**config.mk**
```make
export PLATFORM = sky130hd
export DESIGN_NAME = tlb_op_ctrl
export DESIGN_NICKNAME = d
export VERILOG_FILES = /design/src/rtl/tlb_op_ctrl_pkg.sv /design/src/rtl/tlb_entry_pack.sv /design/src/rtl/tlb_op_ctrl.sv
export SDC_FILE = /design/constraint.sdc
export NUM_CORES = 1
export LEC_CHECK = 0
export BUFFER_PORTS_ARGS = -buffer_cell sky130_fd_sc_hd__buf_2
export CORE_AREA = 4 4 187 189
export DETAILED_ROUTE_END_ITERATION = 6
export DIE_AREA = 0 0 191 193
export GPL_TIMING_DRIVEN = 0
export PLACE_DENSITY_LB_ADDON = 0.2
export SLEW_MARGIN = 30
export SYNTH_ARGS = -nofsm -noshare
export SYNTH_HDL_FRONTEND = slang
export SYNTH_SLANG_ARGS = --single-unit
```
**constraint.sdc**
```tcl
create_clock -name clk -period 1.6 [get_ports clk]
set_input_delay 0 -clock clk [delete_from_list [all_inputs] [get_ports clk]]
set_output_delay 0 -clock clk [all_outputs]
set_load 0.02 [all_outputs]
```
**src/rtl/tlb_op_ctrl_pkg.sv**
```systemverilog
// TLB instruction controller shared types: op codes, FSM states,
// 78-bit TLB entry layout and its field offsets.
package tlb_op_ctrl_pkg;

  localparam int TLBNUM_DEF = 16;
  localparam int IDXW_DEF   = 4;
  localparam int ENTRY_W    = 78;

  localparam int V1_BIT   = 0;
  localparam int D1_BIT   = 1;
  localparam int C1_LSB   = 2;
  localparam int PFN1_LSB = 5;
  localparam int V0_BIT   = 25;
  localparam int D0_BIT   = 26;
  localparam int C0_LSB   = 27;
  localparam int PFN0_LSB = 30;
  localparam int G_BIT    = 50;
  localparam int ASID_LSB = 51;
  localparam int VPN2_LSB = 59;

  typedef enum logic [1:0] {
    OP_NONE  = 2'b00,
    OP_TLBP  = 2'b01,
    OP_TLBR  = 2'b10,
    OP_TLBWI = 2'b11
  } tlb_op_e;

  typedef enum logic [1:0] {
    S_IDLE,
    S_EXEC,
    S_COMMIT,
    S_CANCEL
  } state_e;

  typedef struct packed {
    logic [18:0] vpn2;
    logic [7:0]  asid;
    logic        g;
    logic [19:0] pfn0;
    logic [2:0]  c0;
    logic        d0;
    logic        v0;
    logic [19:0] pfn1;
    logic [2:0]  c1;
    logic        d1;
    logic        v1;
  } tlb_entry_t;

endpackage

```
**src/rtl/tlb_entry_pack.sv**
```systemverilog
// Packs CP0 EntryHi/EntryLo0/EntryLo1 into one 78-bit TLB entry.
// Ports: entryhi, lo0, lo1 (32b each) in; entry (78b) out.
module tlb_entry_pack
  import tlb_op_ctrl_pkg::*;
(
  input  logic [31:0]        entryhi,
  input  logic [31:0]        lo0,
  input  logic [31:0]        lo1,
  output logic [ENTRY_W-1:0] entry
);

  tlb_entry_t e;

  always_comb begin
    e.vpn2 = entryhi[31:13];
    e.asid = entryhi[7:0];
    e.g    = lo0[0] & lo1[0];
    e.pfn0 = lo0[25:6];
    e.c0   = lo0[5:3];
    e.d0   = lo0[2];
    e.v0   = lo0[1];
    e.pfn1 = lo1[25:6];
    e.c1   = lo1[5:3];
    e.d1   = lo1[2];
    e.v1   = lo1[1];
  end

  assign entry = e;

  logic unused_bits;
  assign unused_bits = ^{entryhi[12:8], lo0[31:26], lo1[31:26]};

endmodule

```
**src/rtl/tlb_op_ctrl.sv**
```systemverilog
// Sequences TLBP/TLBR/TLBWI from WB: EXEC -> COMMIT -> (CANCEL).
// Ports: WB req/flush, CP0 regs, TLB search/read/write, CP0 results, refetch.
module tlb_op_ctrl
  import tlb_op_ctrl_pkg::*;
#(
  parameter int TLBNUM = TLBNUM_DEF,
  parameter int IDXW   = $clog2(TLBNUM)
) (
  input  logic               clk,
  input  logic               resetn,
  input  logic               req_valid,
  input  logic [1:0]         req_op,
  input  logic [31:0]        req_pc,
  output logic               req_ready,
  input  logic               flush,
  input  logic [31:0]        cp0_index,
  input  logic [31:0]        cp0_entryhi,
  input  logic [31:0]        cp0_entrylo0,
  input  logic [31:0]        cp0_entrylo1,
  output logic [18:0]        s1_vpn2,
  output logic [7:0]         s1_asid,
  input  logic               s1_found,
  input  logic [IDXW-1:0]    s1_index,
  output logic [IDXW-1:0]    tlb_r_index,
  input  logic [ENTRY_W-1:0] tlb_r_entry,
  output logic               tlb_we,
  output logic [IDXW-1:0]    tlb_w_index,
  output logic [ENTRY_W-1:0] tlb_w_entry,
  output logic               cp0_tlbp_we,
  output logic               cp0_tlbp_p,
  output logic [IDXW-1:0]    cp0_tlbp_index,
  output logic               cp0_tlbr_we,
  output logic [ENTRY_W-1:0] cp0_tlbr_data,
  output logic               cancel,
  output logic [31:0]        cancel_pc,
  output logic               busy
);

  state_e  state_q, state_d;
  tlb_op_e op_q;

  logic [31:0]        pc4_q;
  logic [31:0]        idx_q;
  logic [31:0]        hi_q;
  logic [31:0]        lo0_q;
  logic [31:0]        lo1_q;
  logic               p_q;
  logic [IDXW-1:0]    pidx_q;
  logic [ENTRY_W-1:0] rd_q;
  logic               accept;
  logic               exec_ok;

  assign req_ready = (state_q == S_IDLE) && !flush;
  assign accept    = req_valid && req_ready && (req_op != OP_NONE);
  assign exec_ok   = (state_q == S_EXEC) && !flush;

  always_comb begin
    state_d     = state_q;
    tlb_we      = 1'b0;
    cp0_tlbp_we = 1'b0;
    cp0_tlbr_we = 1'b0;
    cancel      = 1'b0;
    unique case (state_q)
      S_IDLE: begin
        if (accept) state_d = S_EXEC;
      end
      S_EXEC: begin
        if (flush) begin
          state_d = S_IDLE;
        end else begin
          tlb_we  = (op_q == OP_TLBWI);
          state_d = S_COMMIT;
        end
      end
      S_COMMIT: begin
        if (flush) begin
          state_d = S_IDLE;
        end else begin
          cp0_tlbp_we = (op_q == OP_TLBP);
          cp0_tlbr_we = (op_q == OP_TLBR);
          state_d = (op_q == OP_TLBP) ? S_IDLE : S_CANCEL;
        end
      end
      S_CANCEL: begin
        cancel  = !flush;
        state_d = S_IDLE;
      end
      default: state_d = S_IDLE;
    endcase
  end

  always_ff @(posedge clk or negedge resetn) begin
    if (!resetn) begin
      state_q <= S_IDLE;
    end else begin
      state_q <= state_d;
    end
  end

  // pc+4 is stored so cancel_pc is a plain register (zero at reset)
  always_ff @(posedge clk or negedge resetn) begin
    if (!resetn) begin
      op_q  <= OP_NONE;
      pc4_q <= '0;
      idx_q <= '0;
      hi_q  <= '0;
      lo0_q <= '0;
      lo1_q <= '0;
    end else if (accept) begin
      op_q  <= tlb_op_e'(req_op);
      pc4_q <= req_pc + 32'd4;
      idx_q <= cp0_index;
      hi_q  <= cp0_entryhi;
      lo0_q <= cp0_entrylo0;
      lo1_q <= cp0_entrylo1;
    end
  end

  always_ff @(posedge clk or negedge resetn) begin
    if (!resetn) begin
      p_q    <= 1'b0;
      pidx_q <= '0;
      rd_q   <= '0;
    end else if (exec_ok) begin
      if (op_q == OP_TLBP) begin
        p_q    <= !s1_found;
        pidx_q <= s1_found ? s1_index : '0;
      end
      if (op_q == OP_TLBR) rd_q <= tlb_r_entry;
    end
  end

  tlb_entry_pack u_pack (
    .entryhi (hi_q),
    .lo0     (lo0_q),
    .lo1     (lo1_q),
    .entry   (tlb_w_entry)
  );

  assign s1_vpn2        = hi_q[31:13];
  assign s1_asid        = hi_q[7:0];
  assign tlb_r_index    = idx_q[IDXW-1:0];
  assign tlb_w_index    = idx_q[IDXW-1:0];
  assign cp0_tlbp_p     = p_q;
  assign cp0_tlbp_index = pidx_q;
  assign cp0_tlbr_data  = rd_q;
  assign cancel_pc      = pc4_q;
  assign busy           = (state_q != S_IDLE);

  logic unused_idx;
  assign unused_idx = ^idx_q[31:IDXW];

endmodule

```
==> results.json, run 1 <==
{
  "status": "finished with violations",
  "violations": "setup timing",
  "ys_ff_latch": 202,
  "final_util_pct": 49.27,
  "place.gp.congestion": 0.7415,
  "rows": 67,
  "relSlewSlack_pct": 68.95,
  "syn_nets": 1102,
  "synth.area.top_cells": "dfrtp_1, nand2_1, mux2_2",
  "grt_first_pass_wirelength_um": 50520,
  "fmax_mhz": 581.2,
  "dr.pass1.iters": 4,
  "rr_startpoint": "state_q[0]",
  "hpwl_um": 23180,
  "rr_worst_depth": 6,
  "die_area_um2": 36860,
  "leakage_nw": 8.636,
  "netlist_area_um2": 8889,
  "portBuffers": 437,
  "crit_path_top_delay_cell": "or4_4",
  "grt_pass1_vias": 9033,
  "crit_start": "state_q[0]",
  "swShare_pct": 36.76,
  "crit_type": "reg -> reg",
  "drtIter0Drc": 187,
  "worst_pin_slew_ns": 0.4658,
  "clk_pin_slew_ns": 0.06,
  "ys_warn_count": 0,
  "synth_area_per_cell_um2": 10.43,
  "path_cells": "nor4b_4, buf_4, o21ai_4, buf_6, or4_4, nand3_2",
  "fill_cells": 3047,
  "post-route-drc-count": 0,
  "dr_total_vias": 8643,
  "cp-endpoint": "cancel_pc[18]",
  "ir_worst_vdd_mv": 1.008,
  "synthArstFlopShare_pct": 100.0,
  "power.density_nw_per_um2": 1432,
  "comb_power_share_pct": 41.2,
  "drv_slew": 0,
  "slowest_delay_ns": 0.50,
  "area_delta_synth_final_pct": 84.46,
  "cp_max_fo": 4,
  "cts_htree_levels": 1,
  "min_period_ns": 1.720,
  "cts_made_buffers": 24,
  "pwr-share-clk_pct": 24.5,
  "ys_seq_area_share_pct": 56.87,
  "cts.path.max_buffers": 3,
  "grt-ovfl-total": 0,
  "final_common_cell": "buf_2",
  "ys.flop_type": "dfrtp_1",
  "synth_edf_count": 0,
  "crit_arrival_ns": 2.17,
  "start_util_pct": 26.71,
  "clk_latency_ns": 0.51,
  "syn_inst": 852,
  "nets": 1826,
  "yosysUniqueCellTypes": 38,
  "detail_route.wirelength_um": 34330,
  "power.total_mw": 23.48,
  "rrSetupSlack_ns": -0.12,
  "cp.required_ns": 2.05,
  "dp_slack_ns": -0.6101,
  "grtUsageTotal_pct": 17.18,
  "fin_ws_ns": -0.1205,
  "hp-class": "in -> async",
  "die_h_um": 193,
  "rsz0062_at_grt": "yes",
  "wl_per_cell_um": 16.81,
  "skew_ns": 0.006770,
  "p_int_mw": 14.85,
  "crit_path_end_kind": "register",
  "viasPerCell": 4.233,
  "setup_viol": 158,
  "clockRootBuffer": "clkbuf_16",
  "fin_crit_sh_pct": 107.5,
  "hold_violations": 0,
  "die_w_um": 191,
  "synth_top_area_cell": "dfrtp_1",
  "p_switching_mw": 8.632,
  "drive_gt1_share_pct": 54.68,
  "final_cell_mix": "buf_2, dlygate4sd3_1, dfrtp_1, nand2_1, buf_4",
  "synth_top_area_share_pct": 56.87,
  "core_area_um2": 33280,
  "r2r-end": "cancel_pc[18]",
  "antenna_left": 0,
  "grt_max_degree": 82,
  "grt_antenna_before_repair": 2,
  "cts_tree": "done",
  "fin_setup_tns_ns": -6.755,
  "worst_setup_path_start_kind": "register",
  "ios": 483,
  "power_frac_seq_pct": 34.3,
  "drv_cap": 0,
  "clock-sinks": 202
}
[registers in the layout (all words and copies together), names as in the netlist]
name / count
lo0_q: 26
cancel_pc: 32
op_q: 2
cp0_tlbp_p: 1
state_q: 2
cp0_tlbp_index: 4
hi_q: 27
lo1_q: 26
idx_q: 4
cp0_tlbr_data: 78
[routing by layer]
metal	vias up	wire (µm)	GRT usage, %	share of wire (%)
li1	4188	-	-	-
met1	4094	12990	19.32	38
met2	302	17650	31.75	51
met3	57	2752	4.969	8.0
met4	2	929	4.890	2.7
met5	-	7	0	0.020
[power by group through the flow]
stage | sequential, mW | clock (mW) | combinational (mW)
after CTS | 7.95 | 5.94 | 9.52
after global placement | 7.93 | 0 | 8.41
final | 8.04 | 5.75 | 9.68
after detailed placement | 7.98 | 0 | 8.45
after floorplan | 9.76 | 0 | 3.34
after global routing | 8.28 | 6.13 | 10.4
[worst min path at each step]
stage	from	to	slack [ns]
finish	resetn	cp0_tlbr_data[67]	0.01
global route	resetn	cp0_tlbr_data[67]	0.03
CTS	resetn	cp0_tlbr_data[67]	0.01
detailed placement	resetn	cp0_tlbr_data[67]	-0.03
global placement	cp0_entryhi[26]	hi_q[26]	0.19
floorplan	resetn	cancel_pc[0]	-0.30
[cells in the mapped netlist (4+ instances only)]
master	number
a31oi_1	13
and3_1	4
and4_1	5
buf_2	18
buf_4	84
buf_6	4
clkbuf_1	16
dfrtp_1	202
inv_1	4
mux2_2	78
nand2_1	295
nand2b_1	4
nand3_1	19
nand4_1	5
nor2_1	16
nor3_1	4
o21ai_0	22
o31ai_1	9
or3_1	4
or4_1	12
xnor2_1	6
xor2_1	7
[layout make-up]
class | count | area [µm²] | share of cell area, %
clock inverters | 11 | 132.6 | 0.8089
flip-flops and latches | 202 | 5057 | 30.85
inverters | 4 | 15.01 | 0.09158
clock buffers | 32 | 701.9 | 4.281
multi-input cells | 524 | 3553 | 21.67
repair buffers | 701 | 5152 | 31.43
well taps | 448 | 560.5 | 3.419
plain buffers | 119 | 1220 | 7.440
diodes | 1 | 2.502 | 0.01526
[repair_timing]
item                                    CTS  global route
hold endpoints to repair                402             0
buffers inserted                         24             9
hold buffers                            211             0
pin swaps                                48            67
gates resized for setup                 211           157
endpoints found under the setup margin  196           199
gates cloned                             13             9
[through the flow]
| stage | area (µm²) | hold slack, ns | std cells |
|---|---|---|---|
| detailed placement | 11700 | -0.03053 | 1739 |
| global placement | 11640 | 0.1911 | 1737 |
| floorplan | 8889 | -0.2956 | 852 |
| finish | 16400 | 0.01106 | 2042 |
| CTS | 15780 | 0.01242 | 2030 |
| global route | 16400 | 0.03304 | 2042 |
[logic make-up (layout without fill, tap and decap cells)]
kind of cell,after synthesis,after routing,synth area share [%]
compound gates,51,51,3.477
xor+xnor,13,13,1.281
fa+ha+maj,1,1,0.1407
buf+inv,126,867,9.459
flops,202,202,56.87
mux,78,78,9.882
other cells,0,1,0
simple gates,381,381,18.89
[critical path: cells and delay by family, from the launching register on]
kind	cells	cell delay (ns)
AO/OA/AOI/OAI	1	0.07
buffers and inverters	2	0.28
flip-flops	1	0.45
AND/OR/NAND/NOR	3	0.85
No activity file was read; power rests on OpenSTA's default activity.
==> run 2, diff against run 1 <==
CORE_AREA = 4 4 185 187   (was 4 4 187 189)
CTS_BUF_LIST = sky130_fd_sc_hd__clkbuf_4 sky130_fd_sc_hd__clkbuf_8   (was default)
DIE_AREA = 0 0 189 191   (was 0 0 191 193)
clock period = 1.83 ns   (was 1.6 ns; I/O delays follow)
==> run 2 against run 1 <==
  * The run now ends clean
  * Cell count down 0.64%
  * Non-clock buffer count decreased by 31
  * Setup slack better by 0.19 ns
  * Largest power group unchanged
  * Critical path depth increased by 2
==> results.json, run 2 (synthesis results as in run 1) <==
{
  "status": "completed",
  "crit_type": "in -> reg",
  "pwr-share-clk_pct": 23.9,
  "hp-class": "in -> async",
  "fin_crit_sh_pct": 96.05,
  "hpwl_um": 23100,
  "rows": 66,
  "largest_reg_flops": 78,
  "final_cell_mix": "buf_2, nand2_1, dlygate4sd3_1, dfrtp_1, buf_4",
  "place.gp.congestion": 0.7813,
  "dr.pass1.iters": 5,
  "p_int_mw": 12.01,
  "fmax_mhz": 568.9,
  "clock-sinks": 202,
  "die_w_um": 189,
  "power_frac_seq_pct": 36.0,
  "drv_slew": 0,
  "worst_setup_path_start_kind": "input pin",
  "grtUsageTotal_pct": 17.23,
  "die_h_um": 191,
  "grt_max_degree": 73,
  "nets": 1810,
  "crit_arrival_ns": 2.15,
  "skew_ns": 0.01716,
  "crit_path_end_kind": "register",
  "core_area_um2": 32450,
  "drtIter0Drc": 316,
  "final_util_pct": 45.93,
  "clk_pin_slew_ns": 0.06,
  "ir_worst_vdd_mv": 0.6885,
  "swShare_pct": 37.90,
  "grt_first_pass_wirelength_um": 50070,
  "drive_gt1_share_pct": 46.00,
  "grt_antenna_before_repair": 0,
  "setup_viol": 0,
  "cts_tree": "done",
  "relSlewSlack_pct": 65.61,
  "cp_max_fo": 6,
  "detail_route.wirelength_um": 32290,
  "worst_pin_slew_ns": 0.5158,
  "antenna_left": 0,
  "dr_total_vias": 8694,
  "cts_htree_levels": 2,
  "viasPerCell": 4.285,
  "cts.path.max_buffers": 3,
  "min_period_ns": 1.758,
  "rr_worst_depth": 5,
  "power.total_mw": 19.34,
  "clockRootBuffer": "clkbuf_8",
  "leakage_nw": 7.884,
  "final_common_cell": "buf_2",
  "rsz0062_at_grt": "yes",
  "grt_pass1_vias": 9273,
  "area_delta_synth_final_pct": 67.69,
  "ios": 483,
  "rr_startpoint": "state_q[1]",
  "drv_cap": 0,
  "cp.required_ns": 2.22,
  "wl_per_cell_um": 15.91,
  "p_switching_mw": 7.330,
  "die_area_um2": 36100,
  "comb_power_share_pct": 40.1,
  "grt-ovfl-total": 0,
  "cts_made_buffers": 39,
  "crit_start": "req_pc[18]",
  "start_util_pct": 27.39,
  "post-route-drc-count": 0,
  "diodes": 0,
  "hold_violations": 0,
  "power.density_nw_per_um2": 1297,
  "clk_latency_ns": 0.53,
  "portBuffers": 437
}
[run 2: routing by layer]
| layer | up-vias | routed length [µm] | GRT usage, % |
|---|---|---|---|
| li1 | 4147 | - | - |
| met1 | 4114 | 12710 | 20.07 |
| met2 | 363 | 16040 | 30.47 |
| met3 | 70 | 2596 | 5.131 |
| met4 | 0 | 931 | 5.633 |
| met5 | - | 0 | 0 |
[run 2: worst paths after layout]
kind | end | slack [ns]
worst max-delay path | cancel_pc[28] | 0.07
worst min-delay path | cancel_pc[4] | 0.04
worst max register to register | cp0_tlbr_data[70] | 0.08
worst min register to register | lo1_q[14] | 0.47
max in group asynchronous | cp0_tlbr_data[17] | 1.04
min in group clk | cancel_pc[27] | 0.07
[run 2: repair_timing]
item,in CTS,in global routing
hold endpoints to repair,402,0
buffers inserted,2,3
hold buffers,224,0
gates cloned,1,0
endpoints found under the setup margin,111,112
resized for setup,24,41
pin swaps,1,5
[run 2: critical path, stage by stage]
cell           delay, ns
dlygate4sd3_1       0.53
buf_2               0.18
and4_1              0.20
buf_4               0.15
nand4_2             0.17
o31ai_1             0.26
dlygate4sd3_1       0.58
a31oi_1             0.08
[run 2: power groups by stage]
stage	Sequential [mW]	Clock, mW	Combinational [mW]
2_1_floorplan	8.53	0	2.92
6_report	6.97	4.62	7.76
3_5_place_dp	7.01	0	7.38
3_3_place_gp	6.97	0	7.32
5_1_grt	7.20	5.04	8.33
4_1_cts	6.96	4.82	7.79
[run 2: final cells by class]
| type | count | area [µm²] |
|---|---|---|
| repair buffers | 667 | 4524 |
| inverters | 4 | 15.01 |
| clock buffers | 61 | 758.2 |
| plain buffers | 122 | 915.9 |
| flip-flops and latches | 202 | 5056 |
| clock inverters | 7 | 43.79 |
| multi-input cells | 524 | 3039 |
| fillers | 3063 | 17550 |
| well taps | 442 | 553.0 |
[run 2: through the flow]
step	hold WS, ns	instance area (µm²)	TNS [ns]	setup WS, ns	cells
2_1_floorplan	-0.2956	8889	0	0.1841	852
3_3_place_gp	0.1914	11630	-617.13	-2.994	1731
3_5_place_dp	-0.002517	11690	-18.65	-0.3455	1733
4_1_cts	0.005876	14810	-0.001541	-0.001541	2028
5_1_grt	0.06101	14910	-0.002399	-0.002399	2029
6_report	0.03600	14910	0	0.07236	2029
==> run 3, diff against run 2 <==
PLACE_DENSITY = 0.51   (was default)
PLACE_DENSITY_LB_ADDON = default   (was 0.2)
==> run 3 against run 2 <==
  * Setup slack got worse by 0.067 ns
  * Via count shrank 1.9%
  * Global-route usage increased by 0.34 points
  * Final area is 0.11% lower
  * Die area is the same
  * Critical path depth fell by 2
  * Non-clock buffer count decreased by 2
  * Clock-buffer cell count decreased by 4
  * Flip-flop and latch count did not move
  * Maximum frequency shrank 3.7%
  * Critical path type is now reg -> reg
  * Highest routed layer is now met5
  * First-iteration DRC count decreased by 19%
==> results.json, run 3 (synthesis results as in run 1) <==
{
  "status": "completed",
  "skew_ns": 0.01757,
  "grt_antenna_before_repair": 3,
  "die_h_um": 191,
  "rrSetupSlack_ns": 0.005,
  "pwr-share-clk_pct": 24.4,
  "clk_pin_slew_ns": 0.06,
  "worst_setup_path_start_kind": "register",
  "cts_tree": "done",
  "clk_latency_ns": 0.52,
  "nets": 1807,
  "viasPerCell": 4.212,
  "drv_cap": 0,
  "grt_first_pass_wirelength_um": 50770,
  "core_area_um2": 32450,
  "rr_startpoint": "state_q[0]",
  "fmax_mhz": 548.0,
  "comb_power_share_pct": 39.9,
  "final_common_cell": "buf_2",
  "hp-class": "in -> async",
  "setup_viol": 0,
  "cp_max_fo": 7,
  "dr_total_vias": 8530,
  "rr_worst_depth": 6,
  "portBuffers": 437,
  "start_util_pct": 27.39,
  "leakage_nw": 7.863,
  "grtUsageTotal_pct": 17.58,
  "clock-sinks": 202,
  "cts.path.max_buffers": 3,
  "drv_slew": 0,
  "crit_type": "reg -> reg",
  "die_w_um": 189,
  "ios": 483,
  "cts_htree_levels": 2,
  "hpwl_um": 23500,
  "crit_start": "state_q[0]",
  "detail_route.wirelength_um": 32990,
  "r2r-end": "cancel_pc[21]",
  "ir_worst_vdd_mv": 0.6113,
  "worst_pin_slew_ns": 0.5805,
  "largest_reg_flops": 78,
  "power.density_nw_per_um2": 1308,
  "p_int_mw": 12.17,
  "fin_crit_sh_pct": 99.71,
  "crit_arrival_ns": 2.28,
  "power.total_mw": 19.48,
  "relSlewSlack_pct": 61.30,
  "cts_made_buffers": 38,
  "area_delta_synth_final_pct": 67.51,
  "drive_gt1_share_pct": 45.89,
  "grt_max_degree": 75,
  "rsz0062_at_grt": "yes",
  "grt_pass1_vias": 9092,
  "clockRootBuffer": "clkbuf_8",
  "grt-ovfl-total": 0,
  "final_util_pct": 45.88,
  "drtIter0Drc": 255,
  "rows": 66,
  "die_area_um2": 36100,
  "cp.required_ns": 2.28,
  "post-route-drc-count": 0,
  "p_switching_mw": 7.308,
  "hold_violations": 0,
  "min_period_ns": 1.825,
  "wl_per_cell_um": 16.29,
  "power_frac_seq_pct": 35.7,
  "antenna_left": 0,
  "crit_path_end_kind": "register",
  "place.gp.congestion": 0.7942,
  "swShare_pct": 37.52,
  "final_cell_mix": "buf_2, nand2_1, dlygate4sd3_1, dfrtp_1, buf_4",
  "dr.pass1.iters": 4
}
run 3: changes by cell type in the layout (fill, tap and decap cells not counted), moves of 3 or more:
cell      previous run  this run
clkbuf_2            12         3
buf_4               95        98
buf_2              442       449
clkbuf_4            15        11
run 3: what timing repair did:
action                                 in CTS  in global routing
endpoints found under the hold margin     404                  2
setup endpoints to repair                 117                187
pin swaps                                   1                  5
setup buffers                               2                  5
resized for setup                          26                 46
cloned                                      0                  1
hold buffers                              220                  1
run 3: worst max-delay path: stages (launching register included):
cell     delay [ns]
dfrtp_1        0.37
buf_6          0.13
nor4b_4        0.37
o21ai_2        0.15
buf_6          0.16
or4_1          0.49
nand3_1        0.09
run 3: routing by layer:
layer / routed length [µm] / vias to the layer above / global-route usage, %
met5: 20 / - / 0
met4: 706 / 4 / 4.568
met1: 12540 / 4011 / 19.60
met3: 2599 / 53 / 5.478
li1: - / 4141 / -
met2: 17130 / 321 / 32.51
run 3: through the flow:
step	hold slack [ns]	worst slack [ns]	instance area (µm²)	setup TNS, ns	cells
6_report	0.06581	0.005282	14890	0	2025
5_1_grt	0.07704	-0.1173	14890	-2.757	2025
4_1_cts	0.04542	0.001283	14790	0	2020
3_5_place_dp	0.02653	-0.3242	11690	-21.43	1733
3_3_place_gp	0.1908	-2.984	11630	-616.07	1731
2_1_floorplan	-0.2956	0.1841	8889	0	852
run 3: area by class of cell:
cell class	instances	area (µm²)
well taps	442	553.0
clock buffers	57	721.9
fillers	3046	17560
repair buffers	665	4494
diodes	1	2.502
flip-flops and latches	202	5056
plain buffers	122	929.6
multi-input cells	524	3018
clock inverters	8	98.84
inverters	4	15.01
run 3: power by group through the flow:
stage / Sequential (mW) / Combinational [mW] / Clock [mW]
after global routing: 7.18 / 8.34 / 5.15
after global placement: 6.97 / 7.33 / 0
after detailed placement: 7.00 / 7.39 / 0
final: 6.96 / 7.77 / 4.75
after CTS: 6.94 / 7.81 / 5.00
after floorplan: 8.53 / 2.92 / 0
run 3: how the worst max path moves through the flow:
stage          depth (start not counted)  slack (ns)            end
2_1_floorplan                          6        0.18  cancel_pc[21]
3_3_place_gp                           1       -2.98       hi_q[31]
3_5_place_dp                           7       -0.32       hi_q[17]
4_1_cts                                6       0.001  cancel_pc[21]
5_1_grt                                6       -0.12  cancel_pc[21]
6_report                               6       0.005  cancel_pc[21]
